===== src/rtl/e203_ifu_predec_queue_pkg.sv =====
// rtl/e203_ifu_predec_queue_pkg.sv - opcode constants and per-entry decode record
package e203_ifu_predec_queue_pkg;

  localparam logic [6:0] OPC_JAL    = 7'b1101111;
  localparam logic [6:0] OPC_JALR   = 7'b1100111;
  localparam logic [6:0] OPC_BXX    = 7'b1100011;
  localparam logic [6:0] OPC_OP     = 7'b0110011;
  localparam logic [6:0] F7_MULDIV  = 7'b0000001;

  typedef struct packed {
    logic        rv32;
    logic        jal;
    logic        jalr;
    logic        bxx;
    logic        muldiv;
    logic        buserr;
    logic        prdt_taken;
    logic [31:0] imm;
  } predec_t;

endpackage


===== src/rtl/e203_ifu_predec_lite.sv =====
// rtl/e203_ifu_predec_lite.sv - combinational mini-decode and static next-PC prediction
module e203_ifu_predec_lite
  import e203_ifu_predec_queue_pkg::*;
#(
  parameter int PC_SIZE     = 32,
  parameter int STATIC_PRDT = 1
) (
  input  logic [31:0]        instr_i,
  input  logic [PC_SIZE-1:0] pc_i,
  input  logic               buserr_i,
  output predec_t            dec_o,
  output logic [PC_SIZE-1:0] prdt_pc_o
);

  localparam logic               SPRDT = (STATIC_PRDT != 0);
  localparam logic [PC_SIZE-1:0] STEP4 = PC_SIZE'(4);
  localparam logic [PC_SIZE-1:0] STEP2 = PC_SIZE'(2);

  logic        rv32, jal, jalr, bxx, muldiv, taken;
  logic [6:0]  opc, f7;
  logic [2:0]  f3;
  logic [31:0] imm_j, imm_i, imm_b, imm;

  assign opc  = instr_i[6:0];
  assign f3   = instr_i[14:12];
  assign f7   = instr_i[31:25];
  assign rv32 = (instr_i[1:0] == 2'b11);

  // A bus error means the word is garbage: suppress every class flag.
  assign jal    = rv32 & ~buserr_i & (opc == OPC_JAL);
  assign jalr   = rv32 & ~buserr_i & (opc == OPC_JALR) & (f3 == 3'b000);
  assign bxx    = rv32 & ~buserr_i & (opc == OPC_BXX) & (f3 != 3'b010) & (f3 != 3'b011);
  assign muldiv = rv32 & ~buserr_i & (opc == OPC_OP) & (f7 == F7_MULDIV);

  assign imm_j = {{12{instr_i[31]}}, instr_i[19:12], instr_i[20], instr_i[30:21], 1'b0};
  assign imm_i = {{20{instr_i[31]}}, instr_i[31:20]};
  assign imm_b = {{20{instr_i[31]}}, instr_i[7], instr_i[30:25], instr_i[11:8], 1'b0};

  always_comb begin
    imm = '0;
    if (jal)       imm = imm_j;
    else if (jalr) imm = imm_i;
    else if (bxx)  imm = imm_b;
  end

  assign taken     = jal | (SPRDT & bxx & imm_b[31]);
  assign prdt_pc_o = taken ? (pc_i + imm[PC_SIZE-1:0])
                           : (pc_i + ((rv32 | buserr_i) ? STEP4 : STEP2));

  always_comb begin
    dec_o            = '0;
    dec_o.rv32       = rv32;
    dec_o.jal        = jal;
    dec_o.jalr       = jalr;
    dec_o.bxx        = bxx;
    dec_o.muldiv     = muldiv;
    dec_o.buserr     = buserr_i;
    dec_o.prdt_taken = taken;
    dec_o.imm        = imm;
  end

endmodule


===== src/rtl/e203_ifu_predec_queue.sv =====
// rtl/e203_ifu_predec_queue.sv - pre-decoded instruction queue between fetch and IR stage
module e203_ifu_predec_queue
  import e203_ifu_predec_queue_pkg::*;
#(
  parameter int DEPTH       = 2,
  parameter int PC_SIZE     = 32,
  parameter int STATIC_PRDT = 1
) (
  input  logic                       clk,
  input  logic                       rst,
  input  logic                       i_valid,
  output logic                       i_ready,
  input  logic [31:0]                i_instr,
  input  logic [PC_SIZE-1:0]         i_pc,
  input  logic                       i_buserr,
  input  logic                       flush,
  output logic                       o_valid,
  input  logic                       o_ready,
  output logic [31:0]                o_instr,
  output logic [PC_SIZE-1:0]         o_pc,
  output logic                       o_buserr,
  output logic                       o_rv32,
  output logic                       o_jal,
  output logic                       o_jalr,
  output logic                       o_bxx,
  output logic                       o_bjp,
  output logic                       o_muldiv,
  output logic [4:0]                 o_jalr_rs1idx,
  output logic [31:0]                o_bjp_imm,
  output logic                       o_prdt_taken,
  output logic [PC_SIZE-1:0]         o_prdt_pc,
  output logic [$clog2(DEPTH+1)-1:0] o_count
);

  localparam int               PTR_W = (DEPTH > 1) ? $clog2(DEPTH) : 1;
  localparam int               CNT_W = $clog2(DEPTH + 1);
  localparam logic [PTR_W-1:0] LAST  = PTR_W'(DEPTH - 1);

  predec_t            dec;
  logic [PC_SIZE-1:0] prdt_pc;

  e203_ifu_predec_lite #(
    .PC_SIZE     (PC_SIZE),
    .STATIC_PRDT (STATIC_PRDT)
  ) u_lite (
    .instr_i   (i_instr),
    .pc_i      (i_pc),
    .buserr_i  (i_buserr),
    .dec_o     (dec),
    .prdt_pc_o (prdt_pc)
  );

  predec_t            dec_mem   [DEPTH];
  logic [31:0]        instr_mem [DEPTH];
  logic [PC_SIZE-1:0] pc_mem    [DEPTH];
  logic [PC_SIZE-1:0] ppc_mem   [DEPTH];

  logic [PTR_W-1:0] wr_ptr_q, wr_ptr_d, rd_ptr_q, rd_ptr_d;
  logic [CNT_W-1:0] count_q, count_d;
  logic             push, pop;

  assign i_ready = (count_q < CNT_W'(DEPTH)) & ~flush;
  assign o_valid = (count_q != '0);
  assign push    = i_valid & i_ready;
  assign pop     = o_valid & o_ready & ~flush;

  // Pointers wrap by explicit compare so any DEPTH works.
  always_comb begin
    wr_ptr_d = wr_ptr_q;
    rd_ptr_d = rd_ptr_q;
    count_d  = count_q;
    if (flush) begin
      wr_ptr_d = '0;
      rd_ptr_d = '0;
      count_d  = '0;
    end else begin
      if (push) wr_ptr_d = (wr_ptr_q == LAST) ? '0 : wr_ptr_q + 1'b1;
      if (pop)  rd_ptr_d = (rd_ptr_q == LAST) ? '0 : rd_ptr_q + 1'b1;
      case ({push, pop})
        2'b10:   count_d = count_q + 1'b1;
        2'b01:   count_d = count_q - 1'b1;
        default: count_d = count_q;
      endcase
    end
  end

  always_ff @(posedge clk) begin
    if (rst) begin
      wr_ptr_q <= '0;
      rd_ptr_q <= '0;
      count_q  <= '0;
    end else begin
      wr_ptr_q <= wr_ptr_d;
      rd_ptr_q <= rd_ptr_d;
      count_q  <= count_d;
    end
  end

  always_ff @(posedge clk) begin
    if (push) begin
      dec_mem[wr_ptr_q]   <= dec;
      instr_mem[wr_ptr_q] <= i_instr;
      pc_mem[wr_ptr_q]    <= i_pc;
      ppc_mem[wr_ptr_q]   <= prdt_pc;
    end
  end

  predec_t head;
  assign head          = dec_mem[rd_ptr_q];
  assign o_instr       = instr_mem[rd_ptr_q];
  assign o_pc          = pc_mem[rd_ptr_q];
  assign o_prdt_pc     = ppc_mem[rd_ptr_q];
  assign o_buserr      = head.buserr;
  assign o_rv32        = head.rv32;
  assign o_jal         = head.jal;
  assign o_jalr        = head.jalr;
  assign o_bxx         = head.bxx;
  assign o_bjp         = head.jal | head.jalr | head.bxx;
  assign o_muldiv      = head.muldiv;
  assign o_jalr_rs1idx = o_instr[19:15];
  assign o_bjp_imm     = head.imm;
  assign o_prdt_taken  = head.prdt_taken;
  assign o_count       = count_q;

endmodule

===== config.mk =====
export PLATFORM = sky130hd
export DESIGN_NAME = e203_ifu_predec_queue
export DESIGN_NICKNAME = d
export VERILOG_FILES = /design/src/rtl/e203_ifu_predec_queue_pkg.sv /design/src/rtl/e203_ifu_predec_lite.sv /design/src/rtl/e203_ifu_predec_queue.sv
export SDC_FILE = /design/constraint.sdc
export NUM_CORES = 1
export LEC_CHECK = 0
export CORE_ASPECT_RATIO = 0.6
export CORE_MARGIN = 3
export CORE_UTILIZATION = 50
export CTS_BUF_LIST = sky130_fd_sc_hd__clkbuf_8
export DETAILED_ROUTE_END_ITERATION = 8
export PLACE_DENSITY = 0.74
export SETUP_SLACK_MARGIN = 0.5
export SYNTH_ARGS = -nofsm -noshare
export SYNTH_HDL_FRONTEND = slang
export SYNTH_SLANG_ARGS = --single-unit

===== constraint.sdc =====
create_clock -name clk -period 10 [get_ports clk]
set_clock_uncertainty 0.1 [all_clocks]
set_input_delay 2 -clock clk [delete_from_list [all_inputs] [get_ports clk]]
set_output_delay 2 -clock clk [all_outputs]
set_load 0.02 [all_outputs]

# Word level (Yosys, flattened, before mapping)
# Memories as Yosys holds them, arrays and structs flattened. A register that Yosys moved wholly into a read port is not among the register bits.
# Index checks and enable logic that the tools add are counted.
[word_totals] out_inout_bits=145 in_bits=70 n_memories=4 ramBits=270 reg_bits=4 wordCells=66
[op_classes] n_eq_ne=10 n_bitwise=20 add_sub_neg=6 reduce_logical=4 mux=18 n_lt_le_gt_ge=1
[mem_list] name="dec_mem" depth=2 word_bits=39 read_ports=1 rd_clocked_by_memory_dff=1 write_ports=1 line_no="e203_ifu_predec_queue.sv:53" source="predec_t dec_mem [DEPTH];"
[mem_list] name="instr_mem" depth=2 word_bits=32 read_ports=1 rd_clocked_by_memory_dff=1 write_ports=1 line_no="e203_ifu_predec_queue.sv:54" source="logic [31:0] instr_mem [DEPTH];"
[mem_list] name="pc_mem" depth=2 word_bits=32 read_ports=1 rd_clocked_by_memory_dff=1 write_ports=1 line_no="e203_ifu_predec_queue.sv:55" source="logic [PC_SIZE-1:0] pc_mem [DEPTH];"
[mem_list] name="ppc_mem" depth=2 word_bits=32 read_ports=1 rd_clocked_by_memory_dff=1 write_ports=1 line_no="e203_ifu_predec_queue.sv:56" source="logic [PC_SIZE-1:0] ppc_mem [DEPTH];"
[ops] op="two-way mux 32 bit" n=4
[ops] op="adder 32 bit" n=2
[ops] op="equality test 7 bit (second input constant)" n=3
[ops] op="bitwise AND 1 bit" n=14
[ops] op="two-way mux 1 bit" n=12
[ops] op="equality test 7 x 1 -> 1 bit (second input constant)" n=1
[ops] op="equality test 7 x 6 -> 1 bit (second input constant)" n=1
[ops] op="!= test 3 x 2 -> 1 bit (second input constant)" n=2
[ops] op="equality test 2 bit (second input constant)" n=2
[ops] op="OR 1 bit" n=4
[ops] op="case mux 2 bit (2 select lines)" n=1
[ops] op="nonzero test 2 bit" n=2
[ops] op="zero test 3 bit" n=1
[ops] op="two-way mux 3 bit" n=1
[ops] op="adder 1 bit (second input constant)" n=2
[ops] op="adder 2 x 1 -> 2 bit (second input constant)" n=1
[ops] op="equality test 2 x 1 -> 1 bit (second input constant)" n=1
[ops] op="< comparator 2 bit (second input constant)" n=1
[ops] op="NOT 1 bit" n=2
[ops] op="OR reduction 2 bit" n=1
[ops] op="subtractor 2 x 1 -> 2 bit (second input constant)" n=1

# Depth between registers and ports, before layout
[logic_depth] word_depth=10 ltp_mapped=19 ltp_nobuf=15

# By module
# A second synthesis with hierarchy kept.
[hier_totals] cells_unflattened=826 hier_area_um2=12545.8
[modules_own_cells] module="e203_ifu_predec_queue" area_per_inst_um2=10002.1 cells_each=451 n_inst=1 seq_area_each_um2=8207.9
[modules_own_cells] module="e203_ifu_predec_lite" area_per_inst_um2=2543.7 cells_each=375 n_inst=1 seq_area_each_um2=0.0

# Least setup slack after synthesis
# OpenSTA, ideal clock, no wires.
[synth_path] kind="input to register" startpoint="input port flush" endpoint="memory dec_mem[0][0] (netlist name) (enable)" arrival_time_ns=7.695 stages=3 setup_time_ns=0.609 required_time_ns=9.291 slack_ns=1.596 path_buffers=0 cell_sequence="nor2_1 -> nand2_1 -> nor2_1"
[synth_via] elab_chain_len=5
[synth_rtl] element="from (decl)" line_no="e203_ifu_predec_queue.sv:16" source="input logic flush,"
[synth_rtl] element="NOT 1 bit" line_no="e203_ifu_predec_queue.sv:62" source="assign i_ready = (count_q < CNT_W'(DEPTH)) & ~flush;"
[synth_rtl] element="bitwise AND 1 bit" line_no="e203_ifu_predec_queue.sv:62"
[synth_rtl] element="bitwise AND 1 bit" line_no="e203_ifu_predec_queue.sv:64" source="assign push = i_valid & i_ready;"
[synth_rtl] element="two-way mux 1 bit" line_no="e203_ifu_predec_queue.sv:100" source="if (push) begin"
[synth_rtl] element="two-way mux 1 bit (not written as such)" line_no="e203_ifu_predec_queue.sv:101" source="dec_mem[wr_ptr_q] <= dec;"
[synth_rtl] element="to (decl)" line_no="e203_ifu_predec_queue.sv:53"
# No other way between the ends.

==> results.json <==
{
  "die_h_um": 122,
  "placed_cells": 1188,
  "drt_first_iter_violations": 587,
  "drtPass1Iterations": 5,
  "num_rows": 41,
  "critPathArrivalTime_ns": 6.59,
  "rrSetupSlack_ns": 7.25,
  "avgSynthCellArea_um2": 15.4,
  "hold_viol": 0,
  "setup.worst_path.start_class": "input pin",
  "place.port_buffers": 214,
  "die_area_um2": 24400,
  "antenna_cells": 0,
  "hold_path.startpoint": "rd_ptr_q",
  "synth_area_um2": 11300,
  "cp_data_required_time_ns": 10.13,
  "netlist_instances": 734,
  "status": "finished clean",
  "yosysTopAreaCell": "edfxtp_1",
  "worst_setup_path_end_kind": "flip-flop",
  "vias": 7003,
  "drv_slew": 0,
  "tightestPinTransition_ns": 1.02,
  "wl_per_cell_um": 21.4,
  "stdcell_count": 1252,
  "antenna_found_initial": 0,
  "final_cell_area_um2": 14200,
  "die_w_um": 200,
  "final_util_pct": 66.0,
  "cts_buffer_depth": 3,
  "final_nets": 1051,
  "synth_edf_count": 248,
  "placed_cell_area_um2": 13600,
  "grt_setup_unrepaired": "false",
  "holdBufCountCts": 0,
  "gp_congestion": 0.908,
  "clkLatencyLatePin_ns": 0.52,
  "synth_cell_types": 60,
  "synth_top_area_share_pct": 66.0,
  "finalSetupViolations": 0,
  "crit_fanout": 20,
  "grt_pass1_wl_mm": 39.8,
  "io_pins": 215,
  "startpoint": "i_instr[0]",
  "cts_sinks": 253,
  "cts_made_buffers": 37,
  "track_usage_pct": 21.7,
  "clk_pin_slew_ns": 0.07,
  "max_freq_mhz": 155,
  "routed_wl_mm": 26.8,
  "min_path_type": "reg -> reg",
  "ys_async_sr_fraction_pct": 0,
  "grt_pass1_vias": 6800,
  "place_hpwl_mm": 18.7,
  "post_cts_buffers": 0,
  "pre_cts_ws_ns": 3.04,
  "synth.area.top_cells": "edfxtp_1 66%, mux2_2 12%, ha_1 3.6%, nor2_1 1.7%, xnor2_1 1.6%",
  "drc_errors": 0,
  "cts_root_buf": "clkbuf_8",
  "initial_utilization_pct": 52.3,
  "crit_type": "in -> reg",
  "tns_ns": 0,
  "drive_gt1_share_pct": 19.1,
  "viasPerCell": 5.59,
  "p_leak_nw": 5.05,
  "ys_seq_area_share_pct": 66.9,
  "worst_slack_ns": 3.54,
  "ys_ff_latch": 253,
  "areaGrowthSynthToFinish_pct": 26.1,
  "max_cap_viol_count": 0,
  "synth_warnings": 0,
  "synth_top_flop_cell": "edfxtp_1",
  "cts_resized": 0,
  "grt_overflow": 0,
  "ant_nets": 0,
  "ir_worst_vdd_mv": 0.108,
  "synth_fp_nets": 837,
  "regToRegStartpoint": "o_count[1]",
  "slew_headroom_pct": 32.1,
  "coreArea_um2": 21500,
  "fin_crit_sh_pct": 64.6,
  "ctsHtreeMaxLevel": 2,
  "finalCriticalPeriod_ns": 6.46,
  "cts_tree": "yes",
  "grt_start_max_net_pins": 68,
  "power_density_nw_per_um2": 154
}
[where the power goes]
part           switching [mW]  internal (mW)  leakage (nW)
clock network           0.383          0.371         0.373
logic                   0.123          0.104          2.38
registers             0.00745           1.20          2.30
total                   0.513           1.67          5.05
[cells in the mapped netlist, types with 2 or more instances]
cell / n
a211oi_1: 5
buf_4: 16
a21oi_1: 32
buf_2: 2
a22o_1: 4
mux2_2: 124
and2_1: 7
clkbuf_1: 21
xnor2_1: 20
o21ai_1: 2
nor4_1: 2
ha_1: 32
a21o_1: 16
nand4_1: 5
a31oi_1: 4
nor2b_1: 8
edfxtp_1: 248
o41ai_1: 2
a311oi_1: 2
a41oi_1: 2
o21bai_1: 3
dfxtp_1: 5
or2_2: 2
buf_6: 3
nand2_1: 19
and3_1: 2
nor2_1: 51
nand3_1: 8
inv_1: 10
or3_1: 3
xor2_1: 15
nand4b_1: 2
o21ai_0: 18
nor3_1: 12
clkbuf_2: 2
[final timing paths]
check / to / cells past startpoint
setup / recovery: ppc_mem[0][28] / 16
hold / removal: flip-flop / 2
setup reg to reg: ppc_mem[0][11] / 4
hold reg to reg: flip-flop / 2
[cell type report]
type	count	area, um2
fill	1597	7330
sequential	253	7550
inverter	11	43.8
clock inverter	27	140
multi-input combinational	426	3440
clock buffer	37	509
timing repair buffer	219	2180
tap	279	349
[sequential cells by signal, indices dropped and copies added, names as in the netlist, named ones only]
name       count
rd_ptr_q       1
o_count        2
ppc_mem       64
pc_mem        64
dec_mem       56
instr_mem     64
wr_ptr_q       1
[cells by family after synthesis]
kind of cell / share of synthesized area [%]
XOR/XNOR: 2.72
multiplexers: 12.5
buffers and inverters: 2.63
AND/OR/NAND/NOR: 5.69
adder cells (fa/ha/maj): 3.73
flip-flops: 66.9
other: 0.0333
AO/OA/AOI/OAI: 5.75
[placed cells by master (no fill, tap or decap), types with 7 or more instances in the layout]
cell type and n:
edfxtp_1 248, clkdlybuf4s50_1 214, mux2_2 124, nor2_1 50
clkbuf_8 37, a21oi_1 32, ha_1 32, inv_1 22
xnor2_1 20, nand2_1 19, o21ai_0 18, a21o_1 16
xor2_1 15, nor3_1 12, nand3_1 8, nor2b_1 8
clkinv_1 8, and2_1 7
[metrics by stage]
stage | hold slack, ns | power [mW]
6_report | 0.450 | 2.18
5_1_grt | 0.497 | 2.27
4_1_cts | 0.454 | 2.21
3_5_place_dp | 0.438 | 1.45
3_3_place_gp | 0.434 | 1.45
2_1_floorplan | 0.420 | 1.34
[metal layers]
metal / wire (um) / share of wire, % / up-vias / GRT usage [%]
met5: 0 / 0 / - / 0
met4: 382 / 1.4 / 0 / 4.92
met3: 2390 / 8.9 / 34 / 5.24
met2: 10800 / 40 / 279 / 29.7
met1: 13200 / 49 / 3471 / 35.0
li1: - / - / 3219 / -
[critical path, cell delays in order]
cell and delay (ns):
clkdlybuf4s50_1 0.45, and2_4 0.20, nand3b_2 0.08, or3b_1 0.25, or2_1 0.35, inv_4 0.08, a21oi_2 0.74, mux2_4 0.38
fa_1 0.44, a21oi_1 0.19, o21ai_0 0.12, o21ai_0 0.21, nand3b_1 0.22, a41oi_1 0.53, o41ai_1 0.16, xor2_1 0.18
(Power assumes the default switching activity.)
